File: src/rtl/rx_fifo_read_arbiter.sv
// Read-side arbiter for the UART receive FIFO: shares pops between the host read port
// and the BIST checker, returning each popped byte on a per-requester ack pulse.
module rx_fifo_read_arbiter #(
    parameter int DATA_BITS = 8,
    parameter int POP_WAIT  = 2,
    parameter int CNT_BITS  = 16
) (
    input  logic                 Clk,
    input  logic                 Rst_n,
    input  logic                 Host_Req,
    output logic                 Host_Ack,
    output logic [DATA_BITS-1:0] Host_Data,
    input  logic                 Bist_Req,
    output logic                 Bist_Ack,
    output logic [DATA_BITS-1:0] Bist_Data,
    input  logic                 Bist_Enable,
    input  logic                 FIFO_Empty,
    input  logic [DATA_BITS-1:0] FIFO_Data,
    output logic                 Read_Done,
    output logic                 BIST_Mode,
    output logic [1:0]           Grant,
    output logic [CNT_BITS-1:0]  Pop_Count
);

    localparam int WAIT_W = (POP_WAIT > 1) ? $clog2(POP_WAIT) : 1;
    localparam logic [WAIT_W-1:0] WAIT_LAST = WAIT_W'(POP_WAIT - 1);

    typedef enum logic [2:0] {
        IDLE,
        POP,
        WAIT,
        DELIVER,
        GAP
    } state_t;

    state_t state;
    state_t next_state;

    logic              empty_meta;
    logic              empty_s;
    logic [WAIT_W-1:0] wait_cnt;
    logic              gap_cnt;
    logic              last_bist;
    logic              host_elig;
    logic              bist_elig;
    logic [1:0]        winner;
    logic              start;
    logic              wait_done;
    logic              read_done_d;
    logic              host_ack_d;
    logic              bist_ack_d;

    // FIFO_Empty is asynchronous; preset to "empty" so nothing is popped straight out of reset.
    always_ff @(posedge Clk or negedge Rst_n) begin
        if (!Rst_n) begin
            empty_meta <= 1'b1;
            empty_s    <= 1'b1;
        end else begin
            empty_meta <= FIFO_Empty;
            empty_s    <= empty_meta;
        end
    end

    assign host_elig = Host_Req;
    assign bist_elig = Bist_Req & BIST_Mode;

    // Round-robin: on a tie the requester not served last wins.
    always_comb begin
        winner = 2'b00;
        if (host_elig && bist_elig) begin
            winner = last_bist ? 2'b01 : 2'b10;
        end else if (host_elig) begin
            winner = 2'b01;
        end else if (bist_elig) begin
            winner = 2'b10;
        end
    end

    assign start     = (state == IDLE) && !empty_s && (winner != 2'b00);
    assign wait_done = (state == WAIT) && (wait_cnt == WAIT_LAST);

    always_ff @(posedge Clk or negedge Rst_n) begin
        if (!Rst_n) begin
            state <= IDLE;
        end else begin
            state <= next_state;
        end
    end

    always_comb begin
        next_state = state;
        case (state)
            IDLE:    if (start) next_state = POP;
            POP:     next_state = WAIT;
            WAIT:    if (wait_done) next_state = DELIVER;
            DELIVER: next_state = GAP;
            GAP:     if (gap_cnt) next_state = IDLE;
            default: next_state = IDLE;
        endcase
    end

    // Outputs are decoded one cycle early and registered so the FIFO sees a clean strobe.
    always_comb begin
        read_done_d = start;
        host_ack_d  = wait_done && Grant[0];
        bist_ack_d  = wait_done && Grant[1];
    end

    always_ff @(posedge Clk or negedge Rst_n) begin
        if (!Rst_n) begin
            Read_Done <= 1'b0;
            Host_Ack  <= 1'b0;
            Bist_Ack  <= 1'b0;
        end else begin
            Read_Done <= read_done_d;
            Host_Ack  <= host_ack_d;
            Bist_Ack  <= bist_ack_d;
        end
    end

    always_ff @(posedge Clk or negedge Rst_n) begin
        if (!Rst_n) begin
            wait_cnt <= '0;
            gap_cnt  <= 1'b0;
        end else begin
            wait_cnt <= (state == WAIT) ? wait_cnt + 1'b1 : '0;
            gap_cnt  <= (state == GAP) ? ~gap_cnt : 1'b0;
        end
    end

    // last_bist resets high so the host wins the first tie.
    always_ff @(posedge Clk or negedge Rst_n) begin
        if (!Rst_n) begin
            Grant     <= 2'b00;
            last_bist <= 1'b1;
            BIST_Mode <= 1'b0;
            Pop_Count <= '0;
        end else begin
            if (state == IDLE) begin
                BIST_Mode <= Bist_Enable;
            end
            if (start) begin
                Grant     <= winner;
                Pop_Count <= Pop_Count + 1'b1;
            end else if (state == DELIVER) begin
                last_bist <= Grant[1];
                Grant     <= 2'b00;
            end
        end
    end

    always_ff @(posedge Clk or negedge Rst_n) begin
        if (!Rst_n) begin
            Host_Data <= '0;
            Bist_Data <= '0;
        end else begin
            if (wait_done && Grant[0]) begin
                Host_Data <= FIFO_Data;
            end
            if (wait_done && Grant[1]) begin
                Bist_Data <= FIFO_Data;
            end
        end
    end

endmodule

File: config.mk
export PLATFORM = sky130hd
export DESIGN_NAME = rx_fifo_read_arbiter
export DESIGN_NICKNAME = d
export VERILOG_FILES = /design/src/rtl/rx_fifo_read_arbiter.sv
export SDC_FILE = /design/constraint.sdc
export NUM_CORES = 1
export LEC_CHECK = 0
export ABC_AREA = 0
export CORE_UTILIZATION = 42
export DETAILED_ROUTE_END_ITERATION = 12
export PLACE_DENSITY = 0.79
export RECOVER_POWER = 50
export SETUP_SLACK_MARGIN = 0.15
export SLEW_MARGIN = 30
export SYNTH_ARGS = -nofsm -noshare
export SYNTH_HDL_FRONTEND = slang
export SYNTH_SLANG_ARGS = --single-unit
File: constraint.sdc
create_clock -name Clk -period 2 [get_ports Clk]
set_input_delay 0.6 -clock Clk [delete_from_list [all_inputs] [get_ports Clk]]
set_output_delay 0.6 -clock Clk [all_outputs]
set_load 0.01 [all_outputs]
==> results.sh <==
export IMPL_status="finished, final reports clean"
export IMPL_grt_usage_pct=19.1
export IMPL_final_area_sq_um=2710
export IMPL_setup_viol=0
export IMPL_critPathMaxFanout=5
export IMPL_wl_per_cell_microns=15.0
export IMPL_cts_buffers=5
export IMPL_finalPower_mw=3.39
export IMPL_p_comb_share_pct=41.9
export IMPL_synth_xor_area_share_pct=7.58
export IMPL_rrSetupSlack_ps=120
export IMPL_period_needed_ps=1880
export IMPL_area_delta_synth_final_pct=46.5
export IMPL_grt_pass1_vias=1373
export IMPL_vias_per_cell=5.03
export IMPL_synth_top_family_by_area="simple AND/OR/NAND/NOR gates"
export IMPL_ys_ff_latch=46
export IMPL_slew_violations=0
export IMPL_critPathArrivalTime_ps=2100
export IMPL_syn_area_per_cell_sq_um=13.6
export IMPL_cts_tree="built"
export IMPL_rsz0062_at_grt="yes"
export IMPL_maxCapViolCount=0
export IMPL_syn_cell_area_sq_um=1850
export IMPL_synth_adder_area_share_pct=0.677
export IMPL_holdWs_ps=277
export IMPL_insertion_delay_ps=290
export IMPL_crit_path_start_kind="input pin"
export IMPL_synthMuxAreaShare_pct=11.6
export IMPL_reg2reg_to="Pop_Count[12]$_DFFE_PN0P_"
export IMPL_fill_cells=300
export IMPL_fin_cells=270
export IMPL_clkTransAtPathRegs_ps=90
export IMPL_drive_gt1_share_pct=27.7
export IMPL_dpl_cell_area_sq_um=2480
export IMPL_switching_share_pct=31.1
export IMPL_gp_congestion=0.816
export IMPL_drc=0
export IMPL_layout_nets=234
export IMPL_hp_class="input pin to async pin"
export IMPL_crit_path_max_incr_delay_ps=590
export IMPL_min_period_over_period_pct=94.1
export IMPL_overflow=0
export IMPL_crit_path_end_kind="flip-flop"
export IMPL_yosys_warnings=0
export IMPL_htree_levels=2
export IMPL_cts_root_buf="clkbuf_8"
export IMPL_place_inst=244
export IMPL_drt_iter0_drc=85
export IMPL_grt_pass1_wl_microns=6510
export IMPL_floorplan_initialDensity_pct=44.9
export IMPL_postRouteAntennaNets=0
export IMPL_vdd_ir_drop_max_mv=0.601
export IMPL_syn_inst=136
export IMPL_first_pass_iters=4
export IMPL_ff2ff_path_depth=4
export IMPL_num_vias=1357
export IMPL_io_buffers=51
export IMPL_synth_cell_types=27
export IMPL_wirelength_microns=4040
export IMPL_chipHeight_microns=68.4
export IMPL_yosys_area_share_simple_pct=12.9
export IMPL_finClkSkew_ps=9.50
export IMPL_crit_chain="clkdlybuf4s50_1 > a21oi_2 > or4b_4 > nor4_4 > xor2_1"
export IMPL_num_io_pins=52
export IMPL_dpl_hpwl_microns=2870
export IMPL_required_ps=2210
export IMPL_r2r_start="empty_s$_DFF_PN1_"
export IMPL_p_int_mw=2.33
export IMPL_grt_max_degree=23
export IMPL_core_area_sq_um=4120
export IMPL_synth_seq_area_share_pct=62.4
export IMPL_tightest_slew_ps=927
export IMPL_p_per_area_nw_per_um2=1250
export IMPL_final_hold_viol_count=0
export IMPL_antenna_found_initial=0
export IMPL_pwr_share_seq_pct=42.2
export IMPL_max_freq_mhz=531
export IMPL_syn_num_nets=151
export IMPL_cts_buffer_depth=2
export IMPL_path_class="input pin to flip-flop"
export IMPL_clock_sinks=46
export IMPL_p_sw_mw=1.05
export IMPL_antenna_cells=0
export IMPL_cp_slowest_cell="or4b_4"
export IMPL_clockPowerShare_pct=16.0
export IMPL_synth_compound_area_share_pct=1.89
export IMPL_slew_headroom_pct=38.1
export IMPL_row_count=23
export IMPL_dieArea_sq_um=4670
export IMPL_p_leak_nw=1.27
export IMPL_fp_dieW_microns=68.4
per-stage QoR:
step | utilization [%] | TNS (ps) | worst slack [ps]
floorplan | - | -224 | -86.3
global placement | 60.3 | -985 | -154
detailed placement | 60.3 | -1240 | -183
CTS | 64.6 | 0 | 124
global route | 65.8 | 0 | 46.4
finish | 65.8 | 0 | 118
sequential cells by signal, summed over array words and instances, names as in the netlist:
| signal | flops |
|---|---|
| Grant | 2 |
| last_bist | 1 |
| Read_Done | 1 |
| Host_Data | 8 |
| Pop_Count | 16 |
| empty_s | 1 |
| state | 3 |
| gap_cnt | 1 |
| wait_cnt | 1 |
| BIST_Mode | 1 |
| Bist_Data | 8 |
| Host_Ack | 1 |
| empty_meta | 1 |
| Bist_Ack | 1 |
layer usage:
| metal | global-route usage (%) | routed length (microns) | vias up |
|---|---|---|---|
| li1 | - | - | 634 |
| met3 | 4.50 | 158 | 2 |
| met5 | 0 | 0 | - |
| met2 | 33.0 | 2210 | 31 |
| met4 | 5.21 | 20 | 0 |
| met1 | 23.7 | 1650 | 690 |
cell type report:
class / count / area (sq um) / area share, %
inverters: 4 / 15.0 / 0.554
multi-input cells: 82 / 657 / 24.2
clock inverters: 1 / 7.51 / 0.277
well taps: 50 / 62.6 / 2.31
flip-flops and latches: 46 / 1160 / 42.7
clock buffers: 7 / 76.3 / 2.82
repair buffers: 80 / 734 / 27.1
power groups by stage:
stage	registers, mW	logic, mW	clock network [mW]
2_1_floorplan	1.57	0.495	0
3_3_place_gp	1.46	1.24	0
3_5_place_dp	1.49	1.29	0
4_1_cts	1.44	1.40	0.554
5_1_grt	1.47	1.55	0.603
6_report	1.43	1.42	0.541
logic make-up after synthesis:
| family | count (synthesis) |
|---|---|
| compound gates | 6 |
| xor+xnor | 16 |
| fa+ha+maj | 1 |
| buf+inv | 8 |
| flops | 46 |
| mux | 19 |
| simple gates | 40 |
critical path, delay by kind of cell:
family	cells	cell delay [ps]
AOI/OAI and AO/OA	1	60
xor gates and xnor gates	1	170
buffers and inverters	1	510
and+or+nand+nor	2	760
cell usage in the layout (no fill, tap or decap), types with 2 or more instances in the layout:
cell	count
clkbuf_1	6
o21ai_0	2
nand4_1	9
clkdlybuf4s25_1	5
dfrtp_1	42
dlygate4sd2_1	2
clkbuf_8	5
inv_1	4
nor2_1	8
clkdlybuf4s50_1	33
dlymetal6s2s_1	9
xnor2_1	12
mux2_2	18
nand2_1	9
buf_4	24
dfstp_2	3
xor2_1	4
nor3_1	3
worst max path at each step:
stage,startpoint,end,cells past startpoint
floorplan,state[0]$_DFFE_PN0P_,Pop_Count[14]$_DFFE_PN0P_,7
global placement,Bist_Req,Pop_Count[14]$_DFFE_PN0P_,5
detailed placement,Bist_Req,Pop_Count[12]$_DFFE_PN0P_,5
CTS,state[0]$_DFFE_PN0P_,Pop_Count[12]$_DFFE_PN0P_,4
global route,Rst_n,Pop_Count[2]$_DFFE_PN0P_,2
finish,Host_Req,Pop_Count[12]$_DFFE_PN0P_,5
Yosys cell counts:
library cell / count / area, sq um
nand3b_1: 1 / 7.51
mux2_2: 18 / 203
xnor2_1: 12 / 105
o22ai_1: 1 / 6.26
or4b_4: 1 / 13.8
xor2_1: 4 / 35.0
nor3_1: 3 / 15.0
nor2_1: 8 / 30.0
nor4_1: 1 / 6.26
a21oi_1: 2 / 10.0
buf_2: 1 / 5.00
nand2b_1: 2 / 12.5
or4_4: 1 / 11.3
nand2_1: 9 / 33.8
nor4b_1: 1 / 8.76
inv_1: 4 / 15.0
dfrtp_1: 43 / 1080
ha_1: 1 / 12.5
o21ai_0: 2 / 10.0
nor4_2: 1 / 12.5
nand3_1: 2 / 10.0
dfstp_2: 3 / 78.8
nor4_4: 1 / 21.3
buf_6: 3 / 33.8
mux2_1: 1 / 11.3
nand4_1: 9 / 56.3
a211o_1: 1 / 8.76
timing repair:
action / 4_1_cts / 5_1_grt
hold buffers: 0 / 0
endpoints found under the setup margin: 17 / 39
pin swaps: 0 / 6
gates resized for setup: 4 / 16
buffers inserted: 12 / 6
(Power assumes the default switching activity.)
==> edit 1 (config.mk and constraints unchanged) <==
`CNT_BITS`: 16 -> 14.
--- a/src/rtl/rx_fifo_read_arbiter.sv
+++ b/src/rtl/rx_fifo_read_arbiter.sv
@@ -5,3 +5,3 @@
     parameter int POP_WAIT  = 2,
-    parameter int CNT_BITS  = 16
+    parameter int CNT_BITS  = 14
 ) (
Interface: changed (resized Pop_Count); port bits go from 52 to 50. No check against the original RTL was run, so the function may have changed too.
==> edit 1 against the original RTL <==
  * Worst setup slack better by 69 ps
  * Synthesized area shrank 5.5%
  * Critical path depth decreased by 4
  * Critical endpoint is now Pop_Count[13]
  * Sequential cell count is 2 lower
  * Wire length is 9.7% lower
  * Combinational power shrank 8%
  * Power fell by 2.4%
  * Critical path type is now reg -> out
  * Design area fell by 9.9%
==> edit 1: results (changes against the original RTL) <==
Worst R2R End Pop_Count[10]; top flop regs Pop_Count: 14 flops, Bist_Data: 8 flops, Host_Data: 8 flops; worst-case reg-to-reg path depth 5 (+1); Worst R2R Setup Slack 250 ps (+130 ps); Placement Cell Area 2330 um2 (-6.2%); Hold Path Class reg -> reg; nets@finish 210 (-10%); register area share after synthesis 0.633 (+0.00803); met3 GRT Util 0.0599 (+0.0149); crit path DAT 1210 ps (-890 ps); met1 Resource Use GR 0.225 (-0.0123); Setup Fix Bufs, Post-CTS 5 (-7); Fin Clk Skew 4.87 ps (-4.64 ps); Routed WL 3650 um (-9.7%); Worst slew margin 0.347 (-0.0346); Synth Area in Compound Gates 0.0201 (+0.00111); net switching fraction of the power 0.319 (+0.00772); r2r startpoint state[2]; Clock-cell share 0.0379 (+0.00700); ratio of cells with drive above 1 in the final layout 0.230 (-0.0477); outcome complete, no violations; Worst path max stage delay 540 ps (-50 ps); pre-CTS WS -75.1 ps (+107 ps); clock buffer count 6 (-1); cells after synthesis 129 (-5.1%); Synth top cells by count dfrtp_1, mux2_2, nand2_1; # fillers 309 (+3.0%); #FFs+latches synth 44 (-4.3%); sequential cell area share 0.453 (+0.0265); Data buffer area share 0.231 (-0.0398); Post-Syn Nets 144 (-4.6%); Post-Layout Cell Count 246 (-8.9%); CP endpoint Pop_Count[13]; Routed met3 length 154 um (-2.5%); Multi-input comb cells 80 (-2.4%); multi-input combinational area share 0.249 (+0.00622); Worst VDD drop 0.785 mV (+31%); leakage 1.10 nW (-13%); met2 Use GR 0.324 (-0.00568); initial drt markers 27 (-68%); Top Family by Delay on Critical Path buffers and inverters
edit 1: kinds of logic (layout without fill, tap and decap cells):
family | after synthesis | after routing
xor gates and xnor gates | 14 | 14
buffers and inverters | 5 | 72
adders and majority gates | 1 | 1
AOI/OAI and AO/OA | 6 | 6
and+or+nand+nor | 40 | 40
muxes | 19 | 19
DFF | 44 | 44
edit 1: metrics by stage:
stage / hold WS [ps] / utilization
after global routing: 362 / 0.610
after floorplan: 304 / -
final: 360 / 0.610
after detailed placement: 349 / 0.582
after global placement: 346 / 0.582
after CTS: 231 / 0.612
edit 1: power groups by stage:
stage / logic, mW / registers, mW / clock network (mW)
floorplan: 0.514 / 1.53 / 0
global placement: 1.24 / 1.44 / 0
detailed placement: 1.29 / 1.46 / 0
CTS: 1.34 / 1.42 / 0.582
global route: 1.41 / 1.48 / 0.624
finish: 1.30 / 1.43 / 0.573
==> edit 2 (config.mk and constraints unchanged) <==
Made on the original files. Put one more register stage on the output `Pop_Count`, without a reset. The value now appears one clock later. The other outputs are not delayed to match.
--- a/src/rtl/rx_fifo_read_arbiter.sv
+++ b/src/rtl/rx_fifo_read_arbiter.sv
@@ -34,2 +34,4 @@
     } state_t;
+
+    logic [CNT_BITS-1:0] Pop_Count_s0;
 
@@ -136,3 +138,3 @@
             BIST_Mode <= 1'b0;
-            Pop_Count <= '0;
+            Pop_Count_s0 <= '0;
         end else begin
@@ -143,3 +145,3 @@
                 Grant     <= winner;
-                Pop_Count <= Pop_Count + 1'b1;
+                Pop_Count_s0 <= Pop_Count_s0 + 1'b1;
             end else if (state == DELIVER) begin
@@ -165,2 +167,6 @@
 
+    always_ff @(posedge Clk) begin
+        Pop_Count <= Pop_Count_s0;
+    end
+
 endmodule
Formal check against the unedited RTL: not equivalent (a bounded check fails within 4 cycles, from zero or initial values and one cycle with Rst_n low).
==> edit 2 against the original RTL <==
  * Non-clock buffer count is 18 lower
  * Worst setup slack better by 71 ps
  * Sequential cell count is 16 higher
  * Critical path type is now reg -> out
  * Count of clock-buffer cells in the layout is 4 higher
  * Design area is 13% higher
  * Wire length is 6.9% lower
  * Power is 33% higher
  * Synthesized area is 17% higher
==> edit 2: results (changes against the original RTL) <==
Critical Path Slowest Stage Cell clkdlybuf4s50_1; Worst R2R End Pop_Count_s0[8]; top flop regs Pop_Count: 16 flops, Pop_Count_s0: 16 flops; Post-Syn Area per Cell 14.2 um2 (+4.7%); Clock Latency Late Sink 340 ps (+50 ps); Routed met3 length 123 um (-22%); Fin Clk Skew 8.66 ps (-0.847 ps); # fillers 379 (+26%); ratio of cells with drive above 1 in the final layout 0.233 (-0.0438); Reg clk slew, reported paths 60 ps (-30 ps); vias in the first global route 1,409 (+2.6%); register area share after synthesis 0.682 (+0.0570); CP endpoint Bist_Data[7]; global placement routability congestion 0.721 (-12%); clk root buf clkbuf_8; nets@finish 237 (+1.3%); P_comb 1.25 mW (-12%); crit path DAT 1210 ps (-890 ps); drt via density 4.64 (-7.7%); top post-synthesis cells by area dfrtp_1, dfxtp_1, mux2_2; Worst path max stage delay 530 ps (-60 ps); Synth top cells by count dfrtp_1, mux2_2, dfxtp_1; Top Family by Delay on Critical Path buffers and inverters; synth unique cells 29 (+7.4%); seq pwr 1.90 mW (+33%); outcome complete, no violations; Async SR Flop Fraction 0.742 (-0.258); first-pass GRT wire length 6370 um (-2.1%); wire per inst 12.8 um (-15%); met2 WL 1820 um (-18%); GRT Overall Usage 0.166 (-0.0252); hpwl dp 2560 um (-11%); met2 Use GR 0.258 (-0.0718); Inst Count DP 277 (+14%); met1 WL 1680 um (+1.7%); Slew @ Worst Pin 1090 ps (+168 ps); Routed WL 3760 um (-6.9%); switching power 1.24 mW (+18%); antenna violations before repair 0 (unchanged); critical path type reg -> out; Port Buffers 51 (unchanged); Post-Syn Nets 167 (+11%); Placement Cell Area 2800 um2 (+13%); r2r startpoint state[0]; Worst R2R Setup Slack 220 ps (+100 ps); Worst VDD drop 0.813 mV (+35%); leakage 1.41 nW (+11%); Crit. Startpoint Bist_Data[7]; met1 Resource Use GR 0.197 (-0.0402); met3 GRT Util 0.0412 (-0.00385); H-tree Lvls 3 (+1); crit path max fanout 2 (-3); TritonCTS Buffers 9 (+4); initial drt markers 56 (-34%); Hold Path Class reg -> reg; pin count of the biggest net entering global routing 47 (+100%)
edit 2: changes by cell type in the layout (fill, tap and decap cells not counted), moves of 3 or more:
cell / change
and3_1: +4
nor2_1: -3
clkdlybuf4s25_1: -5
clkbuf_8: +6
dfxtp_1: +16
bufinv_16: +3
nand2_1: +3
buf_4: -18
edit 2: final cells by class:
class / instances / area share
Multi-Input combinational cell: 85 / 0.214
Timing Repair Buffer: 62 / 0.193
Tap cell: 67 / 0.0273
Clock inverter: 5 / 0.0342
Clock buffer: 11 / 0.0492
Inverter: 2 / 0.00244
Sequential cell: 62 / 0.480
edit 2: what timing repair did:
action	4_1_cts	5_1_grt
gates resized for setup	4	12
pin swaps	0	1
endpoints found under the setup margin	4	25
buffers inserted	0	1
edit 2: worst min path at each step:
stage	from	end	slack, ps	cells after the start
after CTS	Rst_n	Pop_Count_s0[0]	350	2
after detailed placement	empty_meta	empty_s	350	0
final	empty_meta	empty_s	360	0
after floorplan	Rst_n	BIST_Mode	300	0
after global placement	empty_meta	empty_s	350	0
after global routing	empty_meta	empty_s	370	0
edit 2: cell families (layout without fill, tap and decap cells):
| family | after synthesis | in the layout | synth area share |
|---|---|---|---|
| fa+ha+maj | 1 | 1 | 0.00578 |
| mux | 19 | 19 | 0.0988 |
| compound gates | 6 | 6 | 0.0162 |
| flops | 62 | 62 | 0.682 |
| simple gates | 43 | 43 | 0.117 |
| xor+xnor | 16 | 16 | 0.0647 |
| buf+inv | 5 | 80 | 0.0162 |
edit 2: per-stage QoR:
stage	util	setup WS (ps)	hold slack [ps]	total power, mW
floorplan	-	154	304	2.54
global placement	0.578	-173	346	3.22
detailed placement	0.578	-219	351	3.25
CTS	0.630	154	351	4.61
global route	0.634	98.2	366	4.76
finish	0.634	190	358	4.51
